## src/rtl/pipeline_hazard_ctrl_pkg.sv

```systemverilog
// pipe_ctrl_pkg: shared state encodings and register-address constants for the hazard controller.
package pipe_ctrl_pkg;
    localparam int REG_ADDR_W = 5;
    localparam logic [REG_ADDR_W-1:0] ZERO_REG = '0;
    typedef enum logic [1:0] {RUN = 2'd0, MEM_WAIT = 2'd1, HALT = 2'd2} state_t;
endpackage

```

## src/rtl/pipeline_hazard_ctrl_if.sv

```systemverilog
// pipeline_hazard_ctrl_if: hazard inputs from the pipeline and stall/flush controls back to it.
interface pipeline_hazard_ctrl_if import pipe_ctrl_pkg::*; #(parameter int PERF_W = 32);
    logic [REG_ADDR_W-1:0] id_rs_addr_i;
    logic [REG_ADDR_W-1:0] id_rt_addr_i;
    logic                  id_uses_rt_i;
    logic                  ex_memread_i;
    logic [REG_ADDR_W-1:0] ex_rt_addr_i;
    logic                  branch_taken_i;
    logic                  jump_i;
    logic                  dmem_req_i;
    logic                  dmem_ack_i;
    logic                  pc_write_o;
    logic                  if_id_stall_o;
    logic                  if_id_flush_o;
    logic                  id_ex_stall_o;
    logic                  id_ex_bubble_o;
    logic                  ex_mem_stall_o;
    logic                  mem_wb_bubble_o;
    logic [1:0]            state_o;
    logic                  halt_o;
    logic [PERF_W-1:0]     stall_cnt_o;
    logic [PERF_W-1:0]     flush_cnt_o;
    modport master (
        output id_rs_addr_i, id_rt_addr_i, id_uses_rt_i, ex_memread_i, ex_rt_addr_i,
               branch_taken_i, jump_i, dmem_req_i, dmem_ack_i,
        input  pc_write_o, if_id_stall_o, if_id_flush_o, id_ex_stall_o, id_ex_bubble_o,
               ex_mem_stall_o, mem_wb_bubble_o, state_o, halt_o, stall_cnt_o, flush_cnt_o
    );
    modport slave (
        input  id_rs_addr_i, id_rt_addr_i, id_uses_rt_i, ex_memread_i, ex_rt_addr_i,
               branch_taken_i, jump_i, dmem_req_i, dmem_ack_i,
        output pc_write_o, if_id_stall_o, if_id_flush_o, id_ex_stall_o, id_ex_bubble_o,
               ex_mem_stall_o, mem_wb_bubble_o, state_o, halt_o, stall_cnt_o, flush_cnt_o
    );
endinterface

```

## src/rtl/pipeline_hazard_ctrl_sat_counter.sv

```systemverilog
// sat_counter: increment-by-one counter that sticks at all-ones instead of wrapping.
module sat_counter #(parameter int W = 32) (
    input  logic         clk_i,
    input  logic         rst_i,
    input  logic         inc_i,
    output logic [W-1:0] q
);
    always_ff @(posedge clk_i or posedge rst_i)
        if (rst_i) q <= '0;
        else if (inc_i && !(&q)) q <= q + 1'b1;
endmodule

```

## src/rtl/pipeline_hazard_ctrl.sv

```systemverilog
// pipeline_hazard_ctrl: stall/flush sequencer for load-use, ID redirects and multi-cycle data memory.
module pipeline_hazard_ctrl import pipe_ctrl_pkg::*; #(
    parameter int MEM_TIMEOUT = 255,
    parameter int PERF_W      = 32
) (
    input logic clk_i,
    input logic rst_i,
    pipeline_hazard_ctrl_if.slave bus
);
    localparam logic [15:0] TIMEOUT = 16'(MEM_TIMEOUT);
    state_t      state, state_nx;
    logic [15:0] wait_cnt, wait_nx;
    logic        load_use, mem_block, freeze, redirect;
    assign load_use  = bus.ex_memread_i && bus.ex_rt_addr_i != ZERO_REG &&
                       (bus.ex_rt_addr_i == bus.id_rs_addr_i ||
                        (bus.id_uses_rt_i && bus.ex_rt_addr_i == bus.id_rt_addr_i));
    assign mem_block = bus.dmem_req_i && !bus.dmem_ack_i;
    assign freeze    = state == HALT || mem_block;
    assign redirect  = bus.branch_taken_i || bus.jump_i;
    // Reset forces the bubble pattern directly so the outputs follow rst without a clock.
    assign bus.pc_write_o      = !rst_i && !freeze && !load_use;
    assign bus.if_id_stall_o   = !rst_i && (freeze || load_use);
    assign bus.if_id_flush_o   = !rst_i && !freeze && !load_use && redirect;
    assign bus.id_ex_stall_o   = !rst_i && freeze;
    assign bus.id_ex_bubble_o  = rst_i || (!freeze && load_use);
    assign bus.ex_mem_stall_o  = !rst_i && freeze;
    assign bus.mem_wb_bubble_o = rst_i || freeze;
    assign bus.state_o         = state;
    assign bus.halt_o          = state == HALT;
    always_ff @(posedge clk_i or posedge rst_i)
        if (rst_i) begin
            state    <= RUN;
            wait_cnt <= '0;
        end else begin
            state    <= state_nx;
            wait_cnt <= wait_nx;
        end
    // An ack on the timeout cycle still releases to RUN.
    always_comb begin
        state_nx = state;
        wait_nx  = wait_cnt;
        if (state == RUN && mem_block) begin
            state_nx = MEM_WAIT;
            wait_nx  = 16'd1;
        end else if (state == MEM_WAIT) begin
            if (bus.dmem_ack_i) begin
                state_nx = RUN;
                wait_nx  = '0;
            end else if (wait_cnt == TIMEOUT) state_nx = HALT;
            else wait_nx = wait_cnt + 16'd1;
        end
    end
    sat_counter #(.W(PERF_W)) u_stall_cnt (
        .clk_i(clk_i), .rst_i(rst_i), .inc_i(!bus.pc_write_o), .q(bus.stall_cnt_o)
    );
    sat_counter #(.W(PERF_W)) u_flush_cnt (
        .clk_i(clk_i), .rst_i(rst_i), .inc_i(bus.if_id_flush_o), .q(bus.flush_cnt_o)
    );
endmodule

```

## src/flat_wrapper.sv

```systemverilog
// flat-port wrapper written by rule: the top's interface ports become plain ports
module pipeline_hazard_ctrl_flat import pipe_ctrl_pkg::*;
#(
    parameter int MEM_TIMEOUT = 255,
    parameter int PERF_W      = 32
)
  (clk_i, rst_i, bus_id_rs_addr_i, bus_id_rt_addr_i, bus_id_uses_rt_i, bus_ex_memread_i, bus_ex_rt_addr_i, bus_branch_taken_i, bus_jump_i, bus_dmem_req_i, bus_dmem_ack_i, bus_pc_write_o, bus_if_id_stall_o, bus_if_id_flush_o, bus_id_ex_stall_o, bus_id_ex_bubble_o, bus_ex_mem_stall_o, bus_mem_wb_bubble_o, bus_state_o, bus_halt_o, bus_stall_cnt_o, bus_flush_cnt_o);
  pipeline_hazard_ctrl_if #(.PERF_W(PERF_W)) bus_i ();
  input logic clk_i;
  input logic rst_i;
  input wire logic [$bits(bus_i.id_rs_addr_i)-1:0] bus_id_rs_addr_i;
  input wire logic [$bits(bus_i.id_rt_addr_i)-1:0] bus_id_rt_addr_i;
  input wire logic [$bits(bus_i.id_uses_rt_i)-1:0] bus_id_uses_rt_i;
  input wire logic [$bits(bus_i.ex_memread_i)-1:0] bus_ex_memread_i;
  input wire logic [$bits(bus_i.ex_rt_addr_i)-1:0] bus_ex_rt_addr_i;
  input wire logic [$bits(bus_i.branch_taken_i)-1:0] bus_branch_taken_i;
  input wire logic [$bits(bus_i.jump_i)-1:0] bus_jump_i;
  input wire logic [$bits(bus_i.dmem_req_i)-1:0] bus_dmem_req_i;
  input wire logic [$bits(bus_i.dmem_ack_i)-1:0] bus_dmem_ack_i;
  output wire logic [$bits(bus_i.pc_write_o)-1:0] bus_pc_write_o;
  output wire logic [$bits(bus_i.if_id_stall_o)-1:0] bus_if_id_stall_o;
  output wire logic [$bits(bus_i.if_id_flush_o)-1:0] bus_if_id_flush_o;
  output wire logic [$bits(bus_i.id_ex_stall_o)-1:0] bus_id_ex_stall_o;
  output wire logic [$bits(bus_i.id_ex_bubble_o)-1:0] bus_id_ex_bubble_o;
  output wire logic [$bits(bus_i.ex_mem_stall_o)-1:0] bus_ex_mem_stall_o;
  output wire logic [$bits(bus_i.mem_wb_bubble_o)-1:0] bus_mem_wb_bubble_o;
  output wire logic [$bits(bus_i.state_o)-1:0] bus_state_o;
  output wire logic [$bits(bus_i.halt_o)-1:0] bus_halt_o;
  output wire logic [$bits(bus_i.stall_cnt_o)-1:0] bus_stall_cnt_o;
  output wire logic [$bits(bus_i.flush_cnt_o)-1:0] bus_flush_cnt_o;
  assign bus_i.id_rs_addr_i = bus_id_rs_addr_i;
  assign bus_i.id_rt_addr_i = bus_id_rt_addr_i;
  assign bus_i.id_uses_rt_i = bus_id_uses_rt_i;
  assign bus_i.ex_memread_i = bus_ex_memread_i;
  assign bus_i.ex_rt_addr_i = bus_ex_rt_addr_i;
  assign bus_i.branch_taken_i = bus_branch_taken_i;
  assign bus_i.jump_i = bus_jump_i;
  assign bus_i.dmem_req_i = bus_dmem_req_i;
  assign bus_i.dmem_ack_i = bus_dmem_ack_i;
  assign bus_pc_write_o = bus_i.pc_write_o;
  assign bus_if_id_stall_o = bus_i.if_id_stall_o;
  assign bus_if_id_flush_o = bus_i.if_id_flush_o;
  assign bus_id_ex_stall_o = bus_i.id_ex_stall_o;
  assign bus_id_ex_bubble_o = bus_i.id_ex_bubble_o;
  assign bus_ex_mem_stall_o = bus_i.ex_mem_stall_o;
  assign bus_mem_wb_bubble_o = bus_i.mem_wb_bubble_o;
  assign bus_state_o = bus_i.state_o;
  assign bus_halt_o = bus_i.halt_o;
  assign bus_stall_cnt_o = bus_i.stall_cnt_o;
  assign bus_flush_cnt_o = bus_i.flush_cnt_o;
  pipeline_hazard_ctrl #(.MEM_TIMEOUT(MEM_TIMEOUT), .PERF_W(PERF_W)) u_core (.clk_i(clk_i), .rst_i(rst_i), .bus(bus_i));
endmodule
```

## config.mk

```make
export PLATFORM = sky130hd
export DESIGN_NAME = pipeline_hazard_ctrl_flat
export DESIGN_NICKNAME = d
export VERILOG_FILES = /design/src/rtl/pipeline_hazard_ctrl_pkg.sv /design/src/rtl/pipeline_hazard_ctrl_if.sv /design/src/rtl/pipeline_hazard_ctrl_sat_counter.sv /design/src/rtl/pipeline_hazard_ctrl.sv /design/src/flat_wrapper.sv
export SDC_FILE = /design/constraint.sdc
export NUM_CORES = 1
export LEC_CHECK = 0
export ABC_AREA = 1
export BUFFER_PORTS_ARGS = -buffer_cell sky130_fd_sc_hd__buf_2
export CORE_AREA = 3 3 109 111
export CTS_BUF_LIST = sky130_fd_sc_hd__clkbuf_8
export CTS_CLUSTER_SIZE = 14
export DETAILED_ROUTE_END_ITERATION = 7
export DIE_AREA = 0 0 112 114
export PLACE_DENSITY_LB_ADDON = 0.08
export SYNTH_ARGS = -nofsm -noshare
export SYNTH_HDL_FRONTEND = slang
export SYNTH_HIERARCHICAL = 1
export SYNTH_SLANG_ARGS = --single-unit
```

## constraint.sdc

```tcl
create_clock -name clk_i -period 4.9 [get_ports clk_i]
set_clock_uncertainty 0.05 [all_clocks]
set_input_delay 0.735 -clock clk_i [delete_from_list [all_inputs] [get_ports clk_i]]
set_output_delay 0.735 -clock clk_i [all_outputs]
set_load 0.05 [all_outputs]
```

==> run_results.csv <==
group,metric,value,unit
yosys,post_synth.cell_area_avg,6.28,sq um
placement,place.port_buffers,96,
clocking,post_cts.resized_instances,0,
placement,place.gp.congestion,0.951,
clocking,tritoncts,"built",
critical_path,setup.worst_path.start_class,"primary input",
global_routing,grt_antenna_before_repair,0,
yosys,synth_area,0.00598,sq mm
sta,rsz0062_at_grt,"no",
die,pin_count,97,
sta,max_freq,299,MHz
sta,report.final.setup_viol,0,
drt,drt-initial-drc-count,432,
yosys,postSynthNetCount,978,
yosys,netlist.top_cell.by_area,"sky130_fd_sc_hd__dfrtp_1",
clocking,cts_buffer_depth,2,
sta,setup_total_negative_slack,0,ns
yosys,synthCells,952,
power,powerDensity,190,mW/mm^2
global_routing,global_route_wire_length_before_repair,25500,microns
critical_path,crit_required,4.12,ns
placement,placedCellCount,1175,
critical_path,critPathArrivalTime,2.56,ns
drt,finalWirelength,14900,microns
clocking,cts_num_sinks,82,
yosys,yosys.area.top_type_share,34.3,%
power,total_leakage_power,0.00361,uW
clocking,htree_num_levels,3,
global_routing,grt_max_degree,33,
power,vdd_ir_drop_max,0.123,mV
placement,placed_area,0.00649,sq mm
sta,final_min_period_over_clock_period,68.2,%
flow_run,max_cap_viol_count,0,
clocking,total_clock_buffers_created_by_cts,9,
die,die-area,0.0128,sq mm
placement,place_hpwl,11200,microns
global_routing,grt_util_all_layers,24.2,%
yosys,ys_top_cells_by_area,"sky130_fd_sc_hd__dfrtp_1 34%, sky130_fd_sc_hd__nand2_1 28%, sky130_fd_sc_hd__nor2_1 8.8%, sky130_fd_sc_hd__inv_1 5.6%, sky130_fd_sc_hd__nand3_1 4.1%",
die,die_x,112,microns
clocking,post_cts_hold_buffer_count,0,
clocking,root_buffer,"sky130_fd_sc_hd__clkbuf_8",
cells_and_area,post_route_cells_drive_above_1_share,15.0,%
global_routing,number_of_global_route_vias_before_repair,5363,
cells_and_area,fill_cell_count,1095,
clocking,clkSlewWorstSetupHoldPaths,0.08,ns
yosys,yosys_warnings,6,
sta,timing.final.ws_setup,1.56,ns
global_routing,grt.overflow.total,0,
sta,hold-worst-slack,0.416,ns
drt,avgViaCountPerCell,4.99,
drt,drc_errors,0,
clocking,cts.repair_timing.setup_buffer_count,0,
critical_path,critical-path-slowest-cell,"sky130_fd_sc_hd__nor2_1",
cells_and_area,layout.nets,1072,
die,dieHeight,114,microns
sta,timing.slew.headroom,47.2,%
cells_and_area,post-route-cell-area,0.00669,sq mm
cells_and_area,fin_cells,1190,
die,placementRows,38,
yosys,ys_seq_area_share,34.3,%
critical_path,cp_slowest_stage_delay,0.53,ns
sta,worst_pin_slew,0.791,ns
yosys,synth_cell_type_count,32,
hold_path,hold_path_class,"in -> async",
drt,detail_route.first_pass.iterations,5,
sta,timing.final.hold_violations,0,
critical_path,worstRegToRegCells,9,
yosys,number_of_storage_elements_in_the_synthesis_netlist,82,
clocking,clock_latency,0.37,ns
sta,final_slew_violations,0,
outcome,status,"complete, no violations",
cells_and_area,antenna_cells_inserted,0,
drt,mean_routed_wirelength_per_cell,12.5,microns
die,floorplan.initialDensity,54.9,%
critical_path,setup.worst_path.class,"in -> out",
drt,detailroute.via_count,5934,
critical_path,cp_max_fo,10,
drt,final_antenna_net_count,0,
cells_and_area,mostFrequentLayoutCell,"sky130_fd_sc_hd__nand2_1",
placement,worst_setup_slack_post_dpl,1.59,ns
cells_and_area,most_used_cells_in_the_layout_excluding_fill_and_tap_cells,"450 x sky130_fd_sc_hd__nand2_1, 140 x sky130_fd_sc_hd__nor2_1, 96 x sky130_fd_sc_hd__buf_2",
critical_path,worstSetupEndpointType,"output pin",
die,core-area,0.0109,sq mm
cells_and_area,areaGrowthSynthToFinish,12.0,%
critical_path,crit_path_cell_chain,"buf_2 > inv_2 > nand2_1 > o21ai_0 > nor2_1 > nand2_1 > nor2_1 > buf_2",
sta,period_needed,3.34,ns
==> cell families after synthesis <==
family	count (synthesis)	share of synthesized area, %
buf+inv	112	8.73
xor+xnor	27	3.96
compound gates	24	2.49
simple gates	704	49.9
fa+ha+maj	3	0.628
flops	82	34.3
==> where the power goes <==
group,switching [uW],internal [uW],leakage [uW]
Sequential,5.81,680,0.00111
Clock,251,272,0.000110
Combinational,43.9,20.2,0.00239
Total,301,972,0.00361
==> cell usage after synthesis <==
master	number
sky130_fd_sc_hd__nand2_1	450
sky130_fd_sc_hd__nor2_1	140
sky130_fd_sc_hd__inv_1	89
sky130_fd_sc_hd__dfrtp_1	82
sky130_fd_sc_hd__nand3_1	49
sky130_fd_sc_hd__xor2_1	19
sky130_fd_sc_hd__nand4_1	16
sky130_fd_sc_hd__o21ai_0	13
sky130_fd_sc_hd__nand3b_1	12
sky130_fd_sc_hd__buf_6	11
sky130_fd_sc_hd__nand2_2	10
sky130_fd_sc_hd__xnor2_1	8
sky130_fd_sc_hd__inv_2	7
sky130_fd_sc_hd__nor2_2	6
sky130_fd_sc_hd__nor3_1	6
sky130_fd_sc_hd__o21ai_2	6
sky130_fd_sc_hd__nand2_4	5
sky130_fd_sc_hd__ha_1	3
sky130_fd_sc_hd__a21oi_1	2
sky130_fd_sc_hd__buf_2	2
sky130_fd_sc_hd__nand3b_4	2
sky130_fd_sc_hd__nor2_4	2
sky130_fd_sc_hd__nor2_8	2
sky130_fd_sc_hd__or2_2	2
sky130_fd_sc_hd__a21oi_2	1
sky130_fd_sc_hd__buf_4	1
sky130_fd_sc_hd__buf_8	1
sky130_fd_sc_hd__clkinv_2	1
sky130_fd_sc_hd__nand3_2	1
sky130_fd_sc_hd__nand3_4	1
sky130_fd_sc_hd__o21ai_1	1
sky130_fd_sc_hd__o21bai_1	1
==> stage by stage <==
stage	utilization, %	power (uW)
after CTS	61.5	1290
after floorplan	-	740
after global placement	59.6	763
after detailed placement	59.6	764
after global routing	61.5	1330
final	61.5	1270
==> routing by layer <==
layer  GRT usage [%]  wire, microns  vias up
li1                -              -     3089
met2            38.9           6770      160
met5               0              0        -
met4            8.73            306        0
met3            3.71            850       25
met1            33.5           6980     2660
==> path summary, 6_finish.rpt <==
check | from | end | slack, ns
max in group asynchronous | rst_i | u_core/u_stall_cnt/q[6] | 3.72
min in group clk_i | u_core/wait_cnt[1] | u_core/wait_cnt[1] | 0.47
min reg2reg | u_core/wait_cnt[1] | u_core/wait_cnt[1] | 0.47
min | rst_i | u_core/u_stall_cnt/q[9] | 0.42
max | bus_dmem_ack_i | bus_if_id_flush_o | 1.56
max reg2reg | u_core/bus.state_o[1] | u_core/u_flush_cnt/q[12] | 2.35
==> worst max-delay path: cells and delay by family <==
kind / cells / cell delay [ns]
buffers and inverters: 3 / 0.70
AOI/OAI and AO/OA: 1 / 0.12
and+or+nand+nor: 4 / 1.00
==> flip-flops by register name, indices dropped and copies added (netlist names) <==
signal,cells
u_core/bus.state_o,2
u_core/u_flush_cnt/q,32
u_core/u_stall_cnt/q,32
u_core/wait_cnt,16
==> cell type report <==
cell class | count | area, sq um | share of cell area, %
flip-flops and latches | 82 | 2050 | 30.7
inverters | 97 | 365 | 5.46
clock inverters | 3 | 38.8 | 0.579
multi-input cells | 758 | 3400 | 50.8
well taps | 140 | 175 | 2.62
clock buffers | 12 | 165 | 2.47
repair buffers | 98 | 495 | 7.40
Power figures use the tool's default switching activity.
